File: src/rtl/arb_pkg.sv
// Shared constants and state encoding for the 4-requester round-robin arbiter.
// No logic; imported by rr_pick4 and rr_arbiter4.
package arb_pkg;
  localparam int N_REQ        = 4;
  localparam int ID_W         = 2;
  localparam int MAX_HOLD_DEF = 8;

  typedef enum logic {
    IDLE  = 1'b0,
    GRANT = 1'b1
  } arb_state_e;
endpackage

File: src/rtl/rr_pick4.sv
// Rotating-priority picker: first set request scanning from ptr upward, mod 4.
// Purely combinational, zero latency; no flow control.
module rr_pick4
  import arb_pkg::*;
(
  input  logic [N_REQ-1:0] req,
  input  logic [ID_W-1:0]  ptr,
  output logic [N_REQ-1:0] pick_onehot,
  output logic [ID_W-1:0]  pick_id,
  output logic             any_req
);

  logic            found;
  logic [ID_W-1:0] idx;

  always_comb begin
    pick_onehot = '0;
    pick_id     = '0;
    found       = 1'b0;
    idx         = '0;
    any_req     = |req;
    for (int k = 0; k < N_REQ; k++) begin
      idx = ptr + ID_W'(k);
      if (!found && req[idx]) begin
        found            = 1'b1;
        pick_id          = idx;
        pick_onehot[idx] = 1'b1;
      end
    end
  end

endmodule

File: src/rtl/rr_arbiter4.sv
// Round-robin arbiter with registered one-hot grant, hold timeout and a forced idle gap.
// Grant appears one edge after req is sampled; owner releases via done, dropping req, or timeout.
module rr_arbiter4
  import arb_pkg::*;
#(
  parameter int MAX_HOLD = MAX_HOLD_DEF,
  parameter int CNT_W    = 8
) (
  input  logic             clk,
  input  logic             rst,
  input  logic [N_REQ-1:0] req,
  input  logic             done,
  output logic [N_REQ-1:0] gnt,
  output logic             gnt_valid,
  output logic [ID_W-1:0]  gnt_id,
  output logic             expired
);

  arb_state_e       state_q, state_d;
  logic [N_REQ-1:0] gnt_q, gnt_d;
  logic [ID_W-1:0]  gnt_id_q, gnt_id_d;
  logic [ID_W-1:0]  ptr_q, ptr_d;
  logic [CNT_W-1:0] cnt_q, cnt_d;
  logic             expired_q, expired_d;

  logic [N_REQ-1:0] pick_onehot;
  logic [ID_W-1:0]  pick_id;
  logic             any_req;
  logic             rel_done, rel_drop, rel_tmo;

  rr_pick4 u_pick (
    .req         (req),
    .ptr         (ptr_q),
    .pick_onehot (pick_onehot),
    .pick_id     (pick_id),
    .any_req     (any_req)
  );

  assign rel_done = done;
  assign rel_drop = ~req[gnt_id_q];
  assign rel_tmo  = (cnt_q == CNT_W'(MAX_HOLD));

  always_comb begin
    state_d   = state_q;
    gnt_d     = gnt_q;
    gnt_id_d  = gnt_id_q;
    ptr_d     = ptr_q;
    cnt_d     = cnt_q;
    expired_d = 1'b0;
    unique case (state_q)
      IDLE: begin
        if (any_req) begin
          state_d  = GRANT;
          gnt_d    = pick_onehot;
          gnt_id_d = pick_id;
          cnt_d    = CNT_W'(1);
        end
      end
      GRANT: begin
        // Releasing always passes through IDLE, so the encoder never sees a direct handover.
        if (rel_done || rel_drop || rel_tmo) begin
          state_d   = IDLE;
          gnt_d     = '0;
          gnt_id_d  = '0;
          ptr_d     = gnt_id_q + ID_W'(1);
          cnt_d     = '0;
          expired_d = rel_tmo && !rel_done && !rel_drop;
        end else begin
          cnt_d = cnt_q + CNT_W'(1);
        end
      end
      default: state_d = IDLE;
    endcase
  end

  always_ff @(posedge clk) begin
    if (rst) begin
      state_q   <= IDLE;
      gnt_q     <= '0;
      gnt_id_q  <= '0;
      ptr_q     <= '0;
      cnt_q     <= '0;
      expired_q <= 1'b0;
    end else begin
      state_q   <= state_d;
      gnt_q     <= gnt_d;
      gnt_id_q  <= gnt_id_d;
      ptr_q     <= ptr_d;
      cnt_q     <= cnt_d;
      expired_q <= expired_d;
    end
  end

  assign gnt       = gnt_q;
  assign gnt_valid = |gnt_q;
  assign gnt_id    = gnt_id_q;
  assign expired   = expired_q;

endmodule

File: config.mk
export PLATFORM = sky130hd
export DESIGN_NAME = rr_arbiter4
export DESIGN_NICKNAME = d
export VERILOG_FILES = /design/src/rtl/arb_pkg.sv /design/src/rtl/rr_pick4.sv /design/src/rtl/rr_arbiter4.sv
export SDC_FILE = /design/constraint.sdc
export NUM_CORES = 1
export LEC_CHECK = 0
export BUFFER_PORTS_ARGS = -buffer_cell sky130_fd_sc_hd__buf_2
export CAP_MARGIN = 20
export CELL_PAD_IN_SITES_DETAIL_PLACEMENT = 1
export CELL_PAD_IN_SITES_GLOBAL_PLACEMENT = 1
export CORE_UTILIZATION = 40
export DETAILED_ROUTE_END_ITERATION = 12
export PLACE_DENSITY_LB_ADDON = 0.1
export SYNTH_ARGS = -nofsm -noshare
export SYNTH_HDL_FRONTEND = slang
export SYNTH_HIERARCHICAL = 1
export SYNTH_SLANG_ARGS = --single-unit
File: constraint.sdc
create_clock -name clk -period 2.97 [get_ports clk]
set_clock_uncertainty 0.1 [all_clocks]
set_input_delay 0.7425 -clock clk [delete_from_list [all_inputs] [get_ports clk]]
set_output_delay 0.7425 -clock clk [all_outputs]
set_load 0.005 [all_outputs]
Word level (Yosys, flattened, before mapping)
Cells that the tools add are included.

Add/sub/neg operators: 5. Magnitude comparators: 9. Eq/ne operators: 3. Multiplexer cells: 41. Bitwise operators: 6. Reductions and logical operators: 20.

Operator list (count): two-way mux 4 bit (6); two-way mux 8 bit (2); one-hot mux 8 bit (2 select lines) (1); < comparator 2 x 3 -> 1 bit (second input constant) (5); two-way mux 1 bit (14); two-way mux 2 bit (6); OR 4 bit (3); binary-select mux 1 bit (select 2 bit) (5); logical AND 1 bit (9); adder 8 x 1 -> 8 bit (second input constant) (1); demux 1 bit (select 2 bit) (4); == test 8 x 4 -> 1 bit (second input constant) (1); >= comparator 2 x 1 -> 1 bit (second input constant) (4); one-hot mux 4 bit (2 select lines) (1); OR reduction 4 bit (2); adder 2 x 1 -> 2 bit (second input constant) (2); adder 2 bit (second input constant) (2); logical NOT 1 bit (4); one-hot mux 2 bit (2 select lines) (1); AND reduction 2 bit (2); inverter 1 bit (3); OR reduction 3 bit (1); logical OR 1 bit (2); != test 2 x 1 -> 1 bit (second input constant) (1); 2 further kinds (2).

Register bits after elaboration: 18. Bits of input ports: 7. Output and inout port bits: 8.

Longest topological paths before layout
Gate-level depths: netlist of run 1.

Depth in word-level cells: 14. Depth in mapped cells: 9.

Hierarchy
Netlist of run 1, hierarchy kept.

Modules (own cells, without submodules): rr_arbiter4 (times used 1, cells each 95, area each 949.7 um^2, sequential area each 360.3 um^2); rr_pick4 (times used 1, cells each 49, area each 411.6 um^2, sequential area each 0.0 um^2).

Worst setup path after synthesis of run 1
No wires, ideal clock.

Kind: reg2reg. Start: register ptr_q[0]. End: register gnt_q[1] (netlist: gnt[1]). Setup time: 0.078 ns. Data arrival time: 2.211 ns. Path slack: 0.581 ns. Stages on the path, launching flop included: 10. Buffers on the path: 1. Clock period less this slack: 2.389 ns. Cell sequence: dfxtp_1 -> buf_2 -> inv_1 -> ha_1 -> mux4_2 -> nor4b_4 -> a22oi_1 -> o21ai_0 -> mux2i_1 -> nor3_1.

Word-level cells in the longest chain between the ends: 14. Elaborated cells on any way between the ends: 49.

RTL lines: start: declaration (line rr_arbiter4.sv:22) `logic [ID_W-1:0] ptr_q, ptr_d;`; start signal: assignment (line rr_arbiter4.sv:88) `ptr_q <= ptr_d;`; parallel branches: the longest is 11 deep, another holds < comparator 2 x 3 -> 1 bit; two-way mux 4 bit (*) (line rr_pick4.sv:24) `if (!found && req[idx]) begin`; via pick_onehot[1] (line rr_arbiter4.sv:26) `logic [N_REQ-1:0] pick_onehot;`; two-way mux 4 bit (*) (line rr_arbiter4.sv:52) `if (any_req) begin`; one-hot mux 4 bit (2 select lines) (*) (line rr_arbiter4.sv:50) `unique case (state_q)`; end signal: assignment (line rr_arbiter4.sv:86) `gnt_q <= gnt_d;`; end: declaration (line rr_arbiter4.sv:20) `logic [N_REQ-1:0] gnt_q, gnt_d;`.

Mark *: on every way through the listed nets, which the timed path passes. The select of a mux whose other input is x is not followed. A chain may end at the register's enable or synchronous reset.

Worst setup path after layout of run 1
Start: register ptr_q[1]. End: register gnt_q[3] (netlist: gnt[3]).

Same word-level chain as after synthesis.

==> impl_metrics.toml, run 1 <==
[run_status]
status = "complete, no violations"

[synthesis]
synth_ff_type = "dfxtp_1"
syn_area_um2 = 1361
ys_seq_elements = 18
netlist.area_leader.share = 0.2647
ys_top_cells_by_count = "dfxtp_1 (18), nor3_1 (10), a22oi_1 (8), inv_1 (8), nor2_1 (8)"
yosysSeqAreaShare = 0.2647
synthesis.nets = 158
async_flop_share = 0
yosysMostFrequentCell = "dfxtp_1"
yosys_warnings = 6
synth_top_cell_by_area = "dfxtp_1"
synthDistinctLibCells = 47
synth_edf_count = 0
synthCells = 144
avgSynthCellArea_um2 = 9.454
synth_area_leaders = "dfxtp_1 (26%), mux4_2 (6.6%), ha_1 (6.4%)"

[worst_setup_path]
arrival_ns = 2.51
endpoint_kind = "flop"
rr_startpoint = "ptr_q[1]$_SDFFE_PP0P_"
worstSetupPathType = "flop to flop"
crit_start = "ptr_q[1]$_SDFFE_PP0P_"
reg2regPathDepth = 8
critPathMaxFanout = 9
cp.required_ns = 3.09
r2r_end = "gnt[3]$_SDFFE_PP0P_"
crit_path_start_kind = "flop"
r2r_slack_ns = 0.58

[grt]
grt_pass1_wl_um = 5092
grt_max_degree = 17
antenna_found_initial = 0
grt_pass1_vias = 1106
gr-total-overflow = 0
gr-usage-all-layers = 0.1869

[route]
wl_per_cell_um = 15.03
drtPass1Iterations = 4
ant_nets = 0
first_iter_violations = 67
drcViolationCount = 0
wl_um = 3022
vias = 1149
vias_per_cell = 5.716

[sta]
worst_pin_slew_ns = 0.8069
rsz0062_at_grt = "no"
fin_crit_ns = 2.390
hold_slack_ns = 0.4224
max_freq_ghz = 0.4183
finalHoldViolCount = 0
slew_headroom = 0.4610
tns_ns = 0
slew_viol_final = 0
setup_viol = 0
period_share = 0.8048

[cts]
post_cts.repair.setup_buffers = 0
cts_tree = "built"
clkTransAtPathRegs_ns = 0.10
cts_resized = 0
clockBufferDepth = 2
clock_sinks = 18
cts_made_buffers = 3
insertion_delay_ns = 0.29
cts-hold-fix-buffers = 0
h-tree-depth = 1
ctsRootBufferMaster = "clkbuf_4"

[power]
irDropWorstVdd_mv = 0.2122
finalPower_mw = 0.6894
pwr_density_cell_nw_per_um2 = 459.5
power_leakage_nw = 0.5563

[hold_path]
min-delay-start = "cnt_q[5]$_SDFFE_PP0P_"
whs_path_depth = 1
hold_path_class = "flop to flop"
min_to = "cnt_q[5]$_SDFFE_PP0P_"

[floorplanning]
core_um2 = 3128
die_h_um = 60.34
rows = 20
die_area_um2 = 3640
die_w_um = 60.34
ioPinCount = 15
start_util = 0.4352

[flow_run]
maxCapViolations = 0

[finish]
drive_gt1_frac = 0.2102
num_antenna_cells = 0
area_growth_pct = 10.20
design_area_um2 = 1500
fillCellCount = 376
final_core_util = 0.4796
nets = 172

[placed_design]
portBuffers = 14
dpl.hpwl_um = 2337
postPlaceCellArea_um2 = 1464
gp_congestion = 0.7928
[area by class of cell]
type	count	area, µm²	area share
multi-input cells	111	933.4	0.6222
flip-flops and latches	18	360.3	0.2402
repair buffers	16	85.08	0.05671
well taps	44	55.05	0.03670
clock buffers	4	36.28	0.02419
inverters	8	30.03	0.02002
[registers in the layout, indices dropped and copies added, names as in the netlist]
signal / cells
cnt_q: 8
gnt_id: 2
gnt: 4
ptr_q: 2
expired: 1
state_q: 1
[how the worst max path moves through the flow]
| stage | to | slack [ns] | depth (start not counted) |
|---|---|---|---|
| after floorplan | gnt[1]$_SDFFE_PP0P_ | 0.58 | 9 |
| after global placement | gnt[3]$_SDFFE_PP0P_ | 0.42 | 7 |
| after detailed placement | gnt[3]$_SDFFE_PP0P_ | 0.36 | 7 |
| after CTS | gnt[3]$_SDFFE_PP0P_ | 0.58 | 8 |
| after global routing | gnt[3]$_SDFFE_PP0P_ | 0.36 | 8 |
| final | gnt[3]$_SDFFE_PP0P_ | 0.58 | 8 |
[worst max-delay path, stage by stage, from the launching register on]
cell	delay (ns)
dfxtp_1	0.36
inv_1	0.10
ha_1	0.39
mux4_2	0.45
nor2b_1	0.34
a22oi_1	0.11
o21ai_0	0.22
mux2i_1	0.11
nor3_1	0.14
[routing by layer]
layer / track usage / wire (µm)
met1: 0.2329 / 1386
met2: 0.3312 / 1566
met3: 0.01919 / 33
met4: 0.06977 / 35
met5: 0 / 0
[through the flow]
| stage | instances | setup WS, ns |
|---|---|---|
| after floorplan | 144 | 0.5814 |
| after global placement | 197 | 0.4218 |
| after detailed placement | 197 | 0.3648 |
| after CTS | 201 | 0.5809 |
| after global routing | 201 | 0.3625 |
| final | 201 | 0.5796 |
[power by group]
group | total (mW) | switching (mW) | internal (mW)
Combinational | 0.260 | 0.141 | 0.119
Sequential | 0.280 | 0.0228 | 0.258
Clock | 0.149 | 0.0742 | 0.0746
[cells in the final DEF, fill, tap and decap left out, drive strengths merged, types with 2 or more instances in the layout]
master	instances
dfxtp	18
buf	16
nor3	10
mux2i	9
inv	8
nor2	8
a22oi	8
ha	7
o21ai	7
nand2	6
a31oi	6
nor2b	4
mux4	4
clkbuf	4
a21oi	3
nand3b	3
xnor2	3
or4	2
nand3	2
nand2b	2
a211oi	2
o211ai	2
nor4	2
o22ai	2
[cells by family (layout without fill, tap and decap cells)]
| group | count (synthesis) | after routing | synth area share |
|---|---|---|---|
| buf+inv | 15 | 28 | 0.04963 |
| compound gates | 39 | 39 | 0.2325 |
| mux | 13 | 13 | 0.1507 |
| flops | 18 | 18 | 0.2647 |
| simple gates | 48 | 48 | 0.2123 |
| xor+xnor | 4 | 4 | 0.02574 |
| fa+ha+maj | 7 | 7 | 0.06434 |
Power figures use the tool's default switching activity.
==> run 2: changes to the inputs <==
==> constraint.sdc (replaced) <==
create_clock -name clk -period 2.1 [get_ports clk]
set_clock_uncertainty 0.1 [all_clocks]
set_input_delay 0.525 -clock clk [delete_from_list [all_inputs] [get_ports clk]]
set_output_delay 0.525 -clock clk [all_outputs]
set_load 0.005 [all_outputs]
==> impl_metrics.toml, run 2 (synthesis results as in run 1) <==
[run_status]
status = "complete, but fails checks"
violations = "negative setup slack"

[worst_setup_path]
path_depth = 9
crit_path_max_incr_delay_ns = 0.43
crit_slowest_cell = "dfxtp_4"
arrival_ns = 2.35
crit_path_cell_trace = "inv_4 > ha_4 > mux4_2 > nor4b_4 > buf_4 > a22oi_2 > o21ai_1 > mux2i_1 > nor3_1"
critical_path.top_delay_family = "simple AND/OR/NAND/NOR gates"
r2r_end = "gnt[1]$_SDFFE_PP0P_"
critPathMaxFanout = 6
crit_buf_inv = 2
endpoint_kind = "flop"
r2r_slack_ns = -0.13
cp.required_ns = 2.22
worstSetupPathType = "flop to flop"
reg2regPathDepth = 9
rr_startpoint = "ptr_q[0]$_SDFFE_PP0P_"
crit_path_start_kind = "flop"

[sta]
slew_viol_final = 0
worst_pin_slew_ns = 0.7903
setup_viol = 4
fin_crit_ns = 2.227
period_share = 1.061
layout_setup_ws_ns = -0.1271
max_freq_ghz = 0.4490
slew_headroom = 0.4720
finalHoldViolCount = 0
rsz0062_at_grt = "yes"

[grt]
grt_pass1_wl_um = 5713
gr-usage-all-layers = 0.2091
gr-total-overflow = 0
grt_max_degree = 17
antenna_found_initial = 0
grt_pass1_vias = 1234

[flow_run]
maxCapViolations = 0

[cts]
ctsRootBufferMaster = "clkbuf_4"
cts_tree = "built"
cts-hold-fix-buffers = 0
clockBufferDepth = 2
cts_made_buffers = 3
h-tree-depth = 1
clock_sinks = 18
insertion_delay_ns = 0.29
clkTransAtPathRegs_ns = 0.10

[finish]
final_cells = 222
num_antenna_cells = 0
area_growth_pct = 26.10
final_cell_mix = "buf_4 (22), dfxtp_1 (16), buf_2 (14)"
final_common_cell = "buf_4"
design_area_um2 = 1717
drive_gt1_frac = 0.3708
top_register = "cnt_q"
largest_reg_flops = 8
nets = 193

[floorplanning]
core_um2 = 3128
die_w_um = 60.34
start_util = 0.4352
die_area_um2 = 3640
ioPinCount = 15
die_h_um = 60.34
rows = 20

[route]
vias_per_cell = 5.568
wl_um = 3509
first_iter_violations = 44
drcViolationCount = 0
wl_per_cell_um = 15.81
ant_nets = 0
drtPass1Iterations = 4
vias = 1236

[power]
pwr_density_cell_nw_per_um2 = 640.7
irDropWorstVdd_mv = 0.3338
power_leakage_nw = 0.6694

[hold_path]
hold_path_class = "flop to flop"
min-delay-start = "cnt_q[4]$_SDFFE_PP0P_"
whs_path_depth = 1
min_to = "cnt_q[4]$_SDFFE_PP0P_"

[placed_design]
portBuffers = 14
dpl.hpwl_um = 2665
dp_slack_ns = -0.2240
gp_congestion = 0.8296
postPlaceCellArea_um2 = 1589
dp.cells = 211
## run 2: repair_timing
action,CTS,global route
cloned,0,0
setup buffers,6,1
gates resized for setup,4,7
endpoints found under the setup margin,5,6
pin swaps,4,4
## run 2: cell type report
type / count / area (µm²)
inverter: 8 / 32.53
tap: 44 / 55.05
sequential: 18 / 367.9
clock buffer: 4 / 36.28
fill: 369 / 1411
timing repair buffer: 37 / 246.5
multi-input combinational: 111 / 978.4
## run 2: stage by stage
step / utilization / hold slack [ns] / TNS, ns / power, mW
final: 0.5488 / 0.4185 / -0.3861 / 1.100
after global routing: 0.5488 / 0.4581 / -0.8535 / 1.169
after CTS: 0.5388 / 0.4233 / -0.3181 / 1.085
after detailed placement: 0.5080 / 0.3922 / -1.184 / 0.8410
after global placement: 0.5080 / 0.3766 / -0.5555 / 0.8194
after floorplan: - / 0.3589 / -0.08254 / 0.7058
## run 2: worst max path at each step
stage / slack (ns) / startpoint / to
floorplan: -0.02 / ptr_q[0]$_SDFFE_PP0P_ / gnt[0]$_SDFFE_PP0P_
global placement: -0.12 / req[2] / gnt[0]$_SDFFE_PP0P_
detailed placement: -0.22 / req[2] / gnt[0]$_SDFFE_PP0P_
CTS: -0.08 / ptr_q[0]$_SDFFE_PP0P_ / gnt[2]$_SDFFE_PP0P_
global route: -0.20 / ptr_q[0]$_SDFFE_PP0P_ / gnt[1]$_SDFFE_PP0P_
finish: -0.13 / ptr_q[0]$_SDFFE_PP0P_ / gnt[1]$_SDFFE_PP0P_
## run 2: metal layers
layer / GRT usage / part of all wire / routed length, µm
met5: 0 / 0 / 0
met4: 0 / 0 / 0
met3: 0.03198 / 0.023 / 82
met2: 0.3532 / 0.48 / 1681
met1: 0.3003 / 0.50 / 1745
## run 2: power breakdown
| part | leakage, nW | switching (mW) | internal (mW) |
|---|---|---|---|
| clock network | 0.0210 | 0.109 | 0.106 |
| registers | 0.148 | 0.0382 | 0.366 |
| logic | 0.501 | 0.237 | 0.245 |
==> run 3: changes to the inputs <==
--- a/config.mk
+++ b/config.mk
@@ -9,6 +9,7 @@
 export CAP_MARGIN = 20
 export CELL_PAD_IN_SITES_DETAIL_PLACEMENT = 1
 export CELL_PAD_IN_SITES_GLOBAL_PLACEMENT = 1
+export CORE_ASPECT_RATIO = 1.25
 export CORE_UTILIZATION = 40
 export DETAILED_ROUTE_END_ITERATION = 12
 export PLACE_DENSITY_LB_ADDON = 0.1
==> impl_metrics.toml, run 3 (synthesis results as in run 1) <==
[floorplanning]
core_um2 = 3223
die_area_um2 = 3642
die_h_um = 67.23
die_w_um = 54.18
ioPinCount = 15
start_util = 0.4224
rows = 23

[worst_setup_path]
critical_path.top_delay_family = "simple AND/OR/NAND/NOR gates"
crit_buf_inv = 2
crit_path_cell_trace = "inv_4 > ha_4 > mux4_2 > nor4b_4 > buf_4 > a22oi_2 > o21ai_1 > mux2i_1 > nor3_1"
cp.required_ns = 2.18
critPathMaxFanout = 5
endpoint_kind = "flop"
worstSetupPathType = "flop to flop"
arrival_ns = 2.22
crit_slowest_cell = "dfxtp_4"
crit_path_start_kind = "flop"
crit_path_max_incr_delay_ns = 0.40

[power]
pwr_density_cell_nw_per_um2 = 677.1
irDropWorstVdd_mv = 0.3587
power_leakage_nw = 0.6716

[hold_path]
hold_path_class = "flop to flop"

[cts]
h-tree-depth = 1
clkTransAtPathRegs_ns = 0.07
cts_made_buffers = 3
ctsRootBufferMaster = "clkbuf_8"
cts_tree = "built"
clockBufferDepth = 2
cts-hold-fix-buffers = 0
clock_sinks = 18
insertion_delay_ns = 0.25

[sta]
max_freq_ghz = 0.4661
slew_headroom = 0.4657
slew_viol_final = 0
fin_crit_ns = 2.145
setup_viol = 3
layout_setup_ws_ns = -0.04540
worst_pin_slew_ns = 0.7998
period_share = 1.022
rsz0062_at_grt = "yes"
finalHoldViolCount = 0

[route]
drtPass1Iterations = 4
wl_um = 3607
vias = 1250
vias_per_cell = 5.814
ant_nets = 0
drcViolationCount = 0
wl_per_cell_um = 16.78
first_iter_violations = 11

[grt]
antenna_found_initial = 0
grt_max_degree = 17
grt_pass1_vias = 1312
grt_pass1_wl_um = 5816
gr-usage-all-layers = 0.2187
gr-total-overflow = 0

[placed_design]
dpl.hpwl_um = 2831
gp_congestion = 0.7526
portBuffers = 14
dp_slack_ns = -0.1898
postPlaceCellArea_um2 = 1595
dp.cells = 206

[finish]
fillCellCount = 375
final_cells = 215
largest_reg_flops = 8
top_register = "cnt_q"
nets = 193
final_core_util = 0.5291
design_area_um2 = 1705
drive_gt1_frac = 0.3539
final_cell_mix = "buf_4 (23), dfxtp_1 (16), buf_2 (14)"
num_antenna_cells = 0
final_common_cell = "buf_4"
area_growth_pct = 25.28

[flow_run]
maxCapViolations = 0

[run_status]
violations = "negative setup slack"
status = "complete, but fails checks"
==> run 3: routing by layer <==
layer / GRT usage / vias up / part of all wire
met5: 0 / - / 0
met4: 0.06731 / 0 / 0.0094
met3: 0.02027 / 2 / 0.0080
met2: 0.4451 / 14 / 0.59
met1: 0.2187 / 619 / 0.40
li1: - / 615 / -
==> run 3: final timing paths <==
check	startpoint	to	slack, ns	cells past startpoint
hold reg to reg	cnt_q[4]$_SDFFE_PP0P_	cnt_q[4]$_SDFFE_PP0P_	0.42	1
setup reg to reg	ptr_q[0]$_SDFFE_PP0P_	gnt[2]$_SDFFE_PP0P_	-0.05	9
setup / recovery	ptr_q[0]$_SDFFE_PP0P_	gnt[2]$_SDFFE_PP0P_	-0.05	9
hold / removal	cnt_q[4]$_SDFFE_PP0P_	cnt_q[4]$_SDFFE_PP0P_	0.42	1
==> run 3: area by class of cell <==
class	count	area, µm²	area share
Inverter	8	32.53	0.01908
Sequential cell	18	367.9	0.2157
Tap cell	37	46.29	0.02715
Clock buffer	4	55.05	0.03228
Timing Repair Buffer	37	242.7	0.1423
Multi-Input combinational cell	111	960.9	0.5635
==> run 3: per-stage QoR <==
step	total power, mW	hold WS, ns	setup TNS, ns
floorplan	0.7058	0.3589	-0.08254
global placement	0.8247	0.3850	-0.4231
detailed placement	0.8447	0.3954	-0.9980
CTS	1.141	0.4128	-0.05879
global route	1.218	0.4334	-0.7354
finish	1.155	0.4151	-0.08309
==> run 3: worst reg2reg max path: cells and delay by family (launching register included) <==
kind	cells	cell delay (ns)
AO/OA/AOI/OAI	2	0.15
adder cells (fa/ha/maj)	1	0.26
buffers and inverters	2	0.23
flip-flops	1	0.40
multiplexers	2	0.45
AND/OR/NAND/NOR	2	0.49
==> run 3: what timing repair did <==
item,4_1_cts,5_1_grt
setup buffers,2,3
gates resized for setup,2,4
pin swaps,5,3
endpoints found under the setup margin,5,6
==> run 3: where the power goes <==
group | switching [mW] | total [mW] | internal, mW | leakage, nW
Combinational | 0.227 | 0.461 | 0.235 | 0.495
Clock | 0.124 | 0.291 | 0.167 | 0.0288
Sequential | 0.0374 | 0.403 | 0.366 | 0.148
